$ cat config.mk
export PLATFORM = sky130hd
export DESIGN_NAME = vga_scan_gen
export DESIGN_NICKNAME = d
export VERILOG_FILES = /design/src/rtl/vga_scan_gen.sv
export SDC_FILE = /design/constraint.sdc
export NUM_CORES = 1
export LEC_CHECK = 0
export CAP_MARGIN = 0
export CORE_MARGIN = 5
export CORE_UTILIZATION = 35
export DETAILED_ROUTE_END_ITERATION = 12
export SLEW_MARGIN = 20
export SYNTH_ARGS = -nofsm -noshare
export SYNTH_HDL_FRONTEND = slang
export SYNTH_SLANG_ARGS = --single-unit
$ cat constraint.sdc
create_clock -name clock -period 2.6 [get_ports clock]
set_input_delay 0.52 -clock clock [delete_from_list [all_inputs] [get_ports clock]]
set_output_delay 0.52 -clock clock [all_outputs]
set_load 0.005 [all_outputs]
$ cat src/rtl/vga_scan_gen.sv
// 640x480@60Hz raster timing: clock divider, h/v scan counters, sync/blank/coord decode.
// Outputs are zero-latency decodes of the live counters; no backpressure, free-running.
module vga_scan_gen #(
   parameter int CLK_DIV   = 2,
   parameter int H_VISIBLE = 640,
   parameter int H_FRONT   = 16,
   parameter int H_SYNC    = 96,
   parameter int H_BACK    = 48,
   parameter int V_VISIBLE = 480,
   parameter int V_FRONT   = 10,
   parameter int V_SYNC    = 2,
   parameter int V_BACK    = 33
) (
   input  logic       clock,
   input  logic       reset,
   output logic       HS,
   output logic       VS,
   output logic       blank,
   output logic [8:0] row,
   output logic [9:0] col,
   output logic       pix_tick,
   output logic       frame_start
);
   localparam int H_TOTAL = H_VISIBLE + H_FRONT + H_SYNC + H_BACK;
   localparam int V_TOTAL = V_VISIBLE + V_FRONT + V_SYNC + V_BACK;
   localparam int DIV_W   = (CLK_DIV > 1) ? $clog2(CLK_DIV) : 1;

   localparam logic [DIV_W-1:0] DIV_LAST = DIV_W'(CLK_DIV - 1);
   localparam logic [9:0]       H_LAST   = 10'(H_TOTAL - 1);
   localparam logic [9:0]       V_LAST   = 10'(V_TOTAL - 1);

   // Decode bounds are 11 bits so a sync pulse ending exactly at 1024 still compares correctly.
   localparam logic [10:0] H_VIS  = 11'(H_VISIBLE);
   localparam logic [10:0] HS_BEG = 11'(H_VISIBLE + H_FRONT);
   localparam logic [10:0] HS_END = 11'(H_VISIBLE + H_FRONT + H_SYNC);
   localparam logic [10:0] V_VIS  = 11'(V_VISIBLE);
   localparam logic [10:0] VS_BEG = 11'(V_VISIBLE + V_FRONT);
   localparam logic [10:0] VS_END = 11'(V_VISIBLE + V_FRONT + V_SYNC);

   logic [DIV_W-1:0] div_cnt_q, div_cnt_d;
   logic [9:0]       h_cnt_q, h_cnt_d;
   logic [9:0]       v_cnt_q, v_cnt_d;
   logic [10:0]      h_ext, v_ext;

   // Gated by reset so a CLK_DIV=1 build does not strobe while held in reset.
   assign pix_tick = (div_cnt_q == DIV_LAST) && !reset;

   always_ff @(posedge clock) begin
      if (reset) begin
         div_cnt_q <= '0;
         h_cnt_q   <= '0;
         v_cnt_q   <= '0;
      end else begin
         div_cnt_q <= div_cnt_d;
         h_cnt_q   <= h_cnt_d;
         v_cnt_q   <= v_cnt_d;
      end
   end

   always_comb begin
      div_cnt_d = div_cnt_q + 1'b1;
      h_cnt_d   = h_cnt_q;
      v_cnt_d   = v_cnt_q;
      if (pix_tick) begin
         div_cnt_d = '0;
         if (h_cnt_q == H_LAST) begin
            h_cnt_d = '0;
            v_cnt_d = (v_cnt_q == V_LAST) ? 10'd0 : v_cnt_q + 10'd1;
         end else begin
            h_cnt_d = h_cnt_q + 10'd1;
         end
      end
   end

   always_comb begin
      h_ext       = {1'b0, h_cnt_q};
      v_ext       = {1'b0, v_cnt_q};
      blank       = (h_ext >= H_VIS) || (v_ext >= V_VIS);
      HS          = !((h_ext >= HS_BEG) && (h_ext < HS_END));
      VS          = !((v_ext >= VS_BEG) && (v_ext < VS_END));
      col         = blank ? 10'd0 : h_cnt_q;
      row         = blank ? 9'd0 : v_cnt_q[8:0];
      frame_start = (h_cnt_q == 10'd0) && (v_cnt_q == 10'd0);
   end
endmodule

==> results.cfg <==
[outcome]
status = completed

[placed_design]
port_buffers = 25
dp.cells = 230
dp_hpwl_um = 2405
gp_congestion = 0.8584

[global_route]
grt_max_degree = 16
grt_pass1_wl_um = 5402
grt.total_usage = 0.1339
first_global_vias = 1161
gr-total-overflow = 0
grt_antenna_before_repair = 0

[synth]
syn_nets = 162
post_synth.cell_area_avg_um2 = 7.884
ys_ff_latch = 21
yosys_warnings = 0
synth_cell_type_count = 34
synthCells = 156
synthesis.area_um2 = 1230
ys_seq_area_frac = 0.3418

[timing]
fmax_mhz = 401.3
finalCriticalPeriod_ps = 2492
setup_violations = 0
tightest_slew_ps = 322.2
final-hold-violation-count = 0
fin_tns_setup_ps = 0
rsz0062_at_grt = false
fin_skew_ps = 6.292
relSlewSlack = 0.7832
slew_viol_final = 0
fin_crit_sh = 0.9585

[power]
p_leak_uw = 0.0005950
ir_drop_uv = 191.2
power.density_nw_per_um2 = 325.0

[layout]
stdcell_count = 234
final_cell_mix = clkdlybuf4s50_1 (24), dfxtp_1 (18), and2_1 (16), nor2_1 (13), nand3_1 (11)
final_common_cell = clkdlybuf4s50_1
drive_gt1_frac = 0.1170
final_nets = 195
syn_to_final_growth_pct = 33.27
antenna_cells = 0

[drt]
wire_per_inst_um = 13.39
ant_nets = 0
drt_iter0_drc = 37
dr_wl_met3_um = 124
drc = 0
post_drt_via_cell_ratio = 5.239
met2_length_um = 1429
wl_met1_um = 1540
top_layer_used = met4
routed_wl_um = 3134
first_pass_iters = 4
via_count = 1226

[setup_path]
worstSetupEndpointType = output port
arrival_ps = 1970
path_class = reg2out
crit_required_ps = 2080
cp-start-kind = register
crit_fanout = 10

[worst_hold_path]
hold_path_class = reg2reg

[run]
cap_viol_max_count = 0

[clock_tree]
cts_made_buffers = 3
clockBufferDepth = 2
postCtsSetupRepairBufs = 0
clock_sinks = 21
clkTransAtPathRegs_ps = 120
cts.htree.levels = 1
cts_tree = done
clkLatencyLatePin_ps = 310
root_buffer = clkbuf_4

[die]
die_area_um2 = 4800
die-width_um = 69.28
start_util = 0.3657
io_pins = 26
core_area_um2 = 3363
die_y_um = 69.28
rows = 21
## power by group
part | internal [uW] | leakage, uW | switching [uW]
clock network | 57.5 | 0.0000177 | 108
logic | 20.6 | 0.000406 | 17.3
registers | 325 | 0.000171 | 4.16
## per-layer routing
metal | vias to the layer above | global-route usage
met5 | - | 0
met4 | 0 | 0.05206
met3 | 5 | 0.02609
met2 | 24 | 0.2150
met1 | 574 | 0.1755
li1 | 623 | -
## final cells by class
class / instances / area (um^2)
Inverter: 7 / 26.28
Tap cell: 46 / 57.56
Sequential cell: 21 / 424.2
Multi-Input combinational cell: 121 / 779.5
Fill cell: 364 / 1724
Clock buffer: 3 / 22.52
Clock inverter: 1 / 5.005
Timing Repair Buffer: 35 / 324.1
## flip-flops by register name, summed over array words and instances (netlist names)
name and count:
h_cnt_q 10, div_cnt_q 1, v_cnt_q 10
## path summary, 6_finish.rpt
kind,slack (ps),endpoint,cells past startpoint,startpoint
min,530,v_cnt_q[7]$_SDFFE_PP0P_,2,v_cnt_q[7]$_SDFFE_PP0P_
max reg2reg,460,v_cnt_q[9]$_SDFFE_PP0P_,6,h_cnt_q[1]$_SDFFE_PP0P_
max,110,row[6],5,v_cnt_q[8]$_SDFFE_PP0P_
min reg2reg,530,v_cnt_q[7]$_SDFFE_PP0P_,2,v_cnt_q[7]$_SDFFE_PP0P_
## per-stage QoR
stage / hold WS, ps / power [uW] / setup slack, ps / instance area [um^2] / utilization
floorplan: 466.0 / 353.8 / 574.4 / 1230 / -
global placement: 518.9 / 374.4 / 133.2 / 1585 / 0.4714
detailed placement: 524.2 / 375.0 / 72.81 / 1585 / 0.4714
CTS: 554.3 / 536.1 / 9.249 / 1629 / 0.4844
global route: 568.2 / 552.7 / 2.023 / 1639 / 0.4874
finish: 532.3 / 532.7 / 107.9 / 1639 / 0.4874
## cells in the mapped netlist, drive strengths merged
| master | number | area [um^2] |
|---|---|---|
| a21oi | 10 | 50.05 |
| and2 | 17 | 106.4 |
| and3 | 2 | 12.51 |
| and4 | 3 | 26.28 |
| and4b | 1 | 10.01 |
| buf | 2 | 8.750 |
| clkbuf | 5 | 18.77 |
| dfxtp | 21 | 420.4 |
| ha | 4 | 50.05 |
| inv | 7 | 26.28 |
| mux2 | 1 | 11.26 |
| mux2i | 1 | 10.01 |
| nand2 | 7 | 26.28 |
| nand2b | 1 | 6.260 |
| nand3 | 11 | 55.05 |
| nand4 | 6 | 37.54 |
| nand4b | 3 | 26.28 |
| nor2 | 13 | 48.80 |
| nor2b | 1 | 6.260 |
| nor3 | 6 | 30.03 |
| nor3b | 1 | 7.510 |
| nor4 | 3 | 18.77 |
| nor4b | 1 | 8.760 |
| o21a | 1 | 7.510 |
| o21ai | 6 | 30.03 |
| o21bai | 1 | 7.510 |
| o31ai | 3 | 22.52 |
| or2 | 1 | 8.760 |
| or3 | 5 | 31.28 |
| or4 | 4 | 30.03 |
| xnor2 | 1 | 8.760 |
| xor2 | 7 | 61.31 |
## critical path, cell delays in order, from the launching register on
cell and delay [ps]:
dfxtp_1 380, and4_1 280, nor3_4 200, buf_4 190, and2_1 120, clkdlybuf4s50_1 500
## kinds of logic (layout without fill, tap and decap cells)
kind of cell	after synthesis	count (layout)	synth area share
muxes	2	2	0.01729
buffers and inverters	14	46	0.04374
xor gates and xnor gates	8	8	0.05697
and+or+nand+nor	86	86	0.4039
AOI/OAI and AO/OA	21	21	0.09563
DFF	21	21	0.3418
adders and majority gates	4	4	0.04069
## timing repair
| action | 4_1_cts | 5_1_grt |
|---|---|---|
| hold buffers | 0 | 0 |
| pin swaps | 0 | 1 |
| gates resized for setup | 4 | 4 |
| setup endpoints to repair | 20 | 19 |
Power figures use the tool's default switching activity.
==> RTL edit 1, RTL diff (same settings) <==
`V_VISIBLE`: 480 -> 240.
--- a/src/rtl/vga_scan_gen.sv
+++ b/src/rtl/vga_scan_gen.sv
@@ -6,7 +6,7 @@
    parameter int H_FRONT   = 16,
    parameter int H_SYNC    = 96,
    parameter int H_BACK    = 48,
-   parameter int V_VISIBLE = 480,
+   parameter int V_VISIBLE = 240,
    parameter int V_FRONT   = 10,
    parameter int V_SYNC    = 2,
    parameter int V_BACK    = 33
Function: same outputs for any inputs over 10 cycles, from zero or initial values and one cycle with reset high; that may be too few to reach the edited logic, so the function may still have changed.
==> RTL edit 1 against the original RTL <==
Routed wire length up 1.1%; sequential cell count unchanged; total power grew 11%; cell area is 0.61% higher; via count shrank 1.5%; non-clock buffer count is 6 lower; setup slack improved by 0.0011 ns; synthesized area is 10% higher; critical path type unchanged; critical endpoint is now col[7]; largest cell class unchanged; highest routed layer unchanged.
==> RTL edit 1: results (changes against the original RTL) <==
stage,metric,value,unit,change
logic_synthesis,syn_inst,164,,was 156
place,dp.cells,229,,was 230
clocking,htreeDepth,1,,unchanged
clocking,root_buffer,clkbuf_8,,was clkbuf_4
drt,wl_per_cell,13.6,µm,was 13.4 µm
clocking,cts_resized,1,,was 4
logic_synthesis,muxShareOfSynthArea,0,%,was 1.73%
global_routing,grtUsageTotal,12.7,%,was 13.4%
worst_hold_path,hp-start,v_cnt_q[6],,was v_cnt_q[7]
outcome,status,"complete, no violations",,unchanged
global_routing,grt_pass1_vias,1138,,was 1161
drt,via_count,1207,,was 1226
logic_synthesis,synth_fa_ha_area_share,3.68,%,was 4.07%
worst_setup_path,critical_path.top_delay_family,simple AND/OR/NAND/NOR gates,,was buffers and inverters
worst_setup_path,r2r.worst_path.cells,4,,was 6
logic_synthesis,syn_nets,170,,was 162
timing,fin_skew,0.00413,ns,was 0.00629 ns
pwr,peakVddDrop,0.169,mV,was 0.191 mV
place,pre_cts_slack,0.101,ns,was 0.0728 ns
final_layout,drive_above_1_share,11.9,%,was 11.7%
logic_synthesis,synth_compound_area_share,8.56,%,was 9.56%
pwr,leakagePower,0.585,nW,was 0.595 nW
worst_setup_path,slowest_delay,0.44,ns,was 0.50 ns
timing,fin_worst_hold_slack,0.532,ns,about the same
worst_setup_path,r2r-start,h_cnt_q[5],,was h_cnt_q[1]
global_routing,grt_pass1_wl,5.27,mm,was 5.40 mm
clocking,path_clk_slew,0.08,ns,was 0.12 ns
worst_hold_path,hold_end,v_cnt_q[6],,was v_cnt_q[7]
logic_synthesis,synthXorXnorAreaFrac,5.80,%,was 5.70%
final_layout,nets,192,,was 195
worst_setup_path,crit_path_max_fanout,11,,was 10
logic_synthesis,ys_seq_area_share,30.9,%,was 34.2%
place,hpwl,2.39,mm,was 2.41 mm
place,gp_congestion,0.756,,was 0.858
drt,via_per_inst,5.18,,was 5.24
drt,first_iter_violations,58,,was 37
global_routing,grt_max_degree,13,,was 16
logic_synthesis,synthTopCellsByCount,"dfxtp_1 (21), and2_1 (17), nor2_1 (13)",,"was dfxtp_1 (21), and2_1 (16), nor2_1 (13)"
worst_setup_path,rr_endpoint,v_cnt_q[6],,was v_cnt_q[9]
logic_synthesis,ys_types,38,,was 34
place,portBuffers,24,,was 25
==> RTL edit 1: cell type report <==
cell class              instances  area share [%]
inverters                       8            1.82
repair buffers                 29            16.8
well taps                      48            3.64
flip-flops and latches         21            25.6
clock buffers                   4            2.73
multi-input cells             123            49.3
==> RTL edit 1: per-stage QoR <==
step	area, µm²	power (mW)
floorplan	1360	0.360
global placement	1580	0.374
global route	1650	0.610
CTS	1630	0.596
finish	1650	0.590
detailed placement	1580	0.375
==> RTL edit 1: worst max path at each step <==
stage	startpoint	slack, ns	cells past startpoint	to
floorplan	reset	0.48	6	v_cnt_q[8]
global placement	reset	0.15	5	v_cnt_q[6]
detailed placement	reset	0.10	5	v_cnt_q[6]
CTS	h_cnt_q[0]	0.02	6	frame_start
global route	v_cnt_q[7]	0.01	6	row[2]
finish	v_cnt_q[7]	0.11	6	col[7]
==> RTL edit 1: logic make-up after synthesis <==
kind of cell,count (synthesis)
AOI/OAI and AO/OA,21
xor gates and xnor gates,9
adders and majority gates,4
buffers and inverters,20
DFF,21
other,1
and+or+nand+nor,88
==> RTL edit 1: worst min-delay path, stage by stage, from the launching register on <==
cell     delay [ns]
dfxtp_2        0.36
o31ai_1        0.08
a21oi_1        0.06
==> RTL edit 1: metal layers <==
| metal | vias to the layer above | wire, µm | GRT usage [%] |
|---|---|---|---|
| li1 | 606 | - | - |
| met1 | 578 | 1470 | 16.3 |
| met2 | 18 | 1520 | 21.1 |
| met3 | 5 | 121 | 2.08 |
| met4 | 0 | 55 | 5.01 |
| met5 | - | 0 | 0 |
==> RTL edit 1: power breakdown <==
part,leakage (nW),switching (mW),internal [mW]
clock,0.0228,0.111,0.109
sequential,0.171,0.00569,0.324
combinational,0.392,0.0178,0.0209
total,0.585,0.135,0.455
==> RTL edit 2, RTL diff (same settings) <==
Made on the original files. Put a register stage on the output `blank`, cleared by the reset. The value now appears one clock later. The other outputs are not delayed to match.
--- a/src/rtl/vga_scan_gen.sv
+++ b/src/rtl/vga_scan_gen.sv
@@ -37,6 +37,8 @@
    localparam logic [10:0] VS_BEG = 11'(V_VISIBLE + V_FRONT);
    localparam logic [10:0] VS_END = 11'(V_VISIBLE + V_FRONT + V_SYNC);
 
+   logic blank_d;
+
    logic [DIV_W-1:0] div_cnt_q, div_cnt_d;
    logic [9:0]       h_cnt_q, h_cnt_d;
    logic [9:0]       v_cnt_q, v_cnt_d;
@@ -75,12 +77,20 @@
    always_comb begin
       h_ext       = {1'b0, h_cnt_q};
       v_ext       = {1'b0, v_cnt_q};
-      blank       = (h_ext >= H_VIS) || (v_ext >= V_VIS);
+      blank_d     = (h_ext >= H_VIS) || (v_ext >= V_VIS);
       HS          = !((h_ext >= HS_BEG) && (h_ext < HS_END));
       VS          = !((v_ext >= VS_BEG) && (v_ext < VS_END));
-      col         = blank ? 10'd0 : h_cnt_q;
-      row         = blank ? 9'd0 : v_cnt_q[8:0];
+      col         = blank_d ? 10'd0 : h_cnt_q;
+      row         = blank_d ? 9'd0 : v_cnt_q[8:0];
       frame_start = (h_cnt_q == 10'd0) && (v_cnt_q == 10'd0);
    end
+   always_ff @(posedge clock) begin
+      if (reset) begin
+         blank <= '0;
+      end else begin
+         blank <= blank_d;
+      end
+   end
+
 endmodule
 
Formal check against the unedited RTL: no difference found for any inputs over 10 cycles, from zero or initial values and one cycle with reset high; that may be too few to reach the edited logic, so the function may still have changed.
==> RTL edit 2 against the original RTL <==
Total power is 32% higher; clock skew decreased by 0.0027 ns; setup slack better by 0.035 ns; final cell count increased by 0.43%; routed wire length up 3.9%; synthesized area increased by 4.1%; utilization fell by 1.6 points; cell area is 3.7% higher; sequential share of layout area hardly changed; sequential cell count grew 1; clock power grew 94%; via count is 2.6% higher; largest cell class unchanged.
==> RTL edit 2: results (changes against the original RTL) <==
stage,metric,value,unit,change
worst_setup_path,cp.arrival,1.94,ns,was 1.97 ns
logic_synthesis,synth_area_leaders,"dfxtp_1 (34%), and2_1 (7.8%), xor2_1 (4.8%)",,"was dfxtp_1 (34%), and2_1 (8.1%), xor2_1 (5.0%)"
final_layout,reg.largest.list,"h_cnt_q x10, v_cnt_q x10",,"was h_cnt_q x10, v_cnt_q x10, div_cnt_q x1"
pwr,peakVddDrop,0.238,mV,was 0.191 mV
logic_synthesis,synth.avg_cell_area,8.00,µm²,was 7.88 µm²
global_routing,grt_pass1_vias,1176,,was 1161
global_routing,grtUsageTotal,13.3,%,was 13.4%
logic_synthesis,ys_seq_area_share,34.4,%,was 34.2%
drt,met1Wirelength,1.53,mm,was 1.54 mm
drt,wl_per_cell,13.9,µm,was 13.4 µm
place,hpwl,2.43,mm,was 2.41 mm
global_routing,grt_max_degree,17,,was 16
place,gp_congestion,0.818,,was 0.858
timing,worst_pin_slew,0.335,ns,was 0.322 ns
logic_synthesis,muxShareOfSynthArea,1.66,%,was 1.73%
place,place_area,0.00161,mm²,was 0.00159 mm²
logic_synthesis,synth_compound_area_share,9.19,%,was 9.56%
drt,dr_wl_met2,1.48,mm,was 1.43 mm
drt,wl_met3,187,µm,was 124 µm
logic_synthesis,syn_nets,166,,was 162
drt,via_per_inst,5.35,,was 5.24
logic_synthesis,synth_fa_ha_area_share,3.91,%,was 4.07%
timing,fin_worst_hold_slack,0.527,ns,was 0.532 ns
outcome,status,"complete, no violations",,unchanged
global_routing,grt_pass1_wl,5.45,mm,was 5.40 mm
worst_hold_path,hp-start,v_cnt_q[8],,was v_cnt_q[7]
final_layout,nets,194,,was 195
place,dp.cells,231,,was 230
worst_setup_path,slowest_stage,dfxtp_1,,was clkdlybuf4s50_1
timing,fin_skew,0.00363,ns,was 0.00629 ns
==> RTL edit 2: metal layers <==
layer	vias to the layer above	GRT usage [%]
met1	584	17.9
met2	37	21.0
met4	0	5.32
met3	6	2.30
met5	-	0
li1	631	-
==> RTL edit 2: repair_timing <==
action	CTS	global route
hold buffers	0	0
setup endpoints to repair	0	16
resized for setup	0	5
==> RTL edit 2: worst min-delay path, delay by kind of cell (launching register included) <==
kind | cells | cell delay, ns
flip-flops | 1 | 0.35
AO/OA/AOI/OAI | 2 | 0.14
==> RTL edit 2: layout make-up <==
class / count / area [µm²]
timing repair buffer: 33 / 313
clock inverter: 1 / 30.0
tap: 48 / 60.1
clock buffer: 3 / 41.3
inverter: 6 / 22.5
multi-input combinational: 122 / 792
sequential: 22 / 440
fill: 354 / 1910
==> RTL edit 2: power breakdown <==
group / internal [mW] / total [mW] / switching (mW)
clock: 0.206 / 0.322 / 0.116
combinational: 0.0211 / 0.0380 / 0.0169
sequential: 0.340 / 0.344 / 0.00440
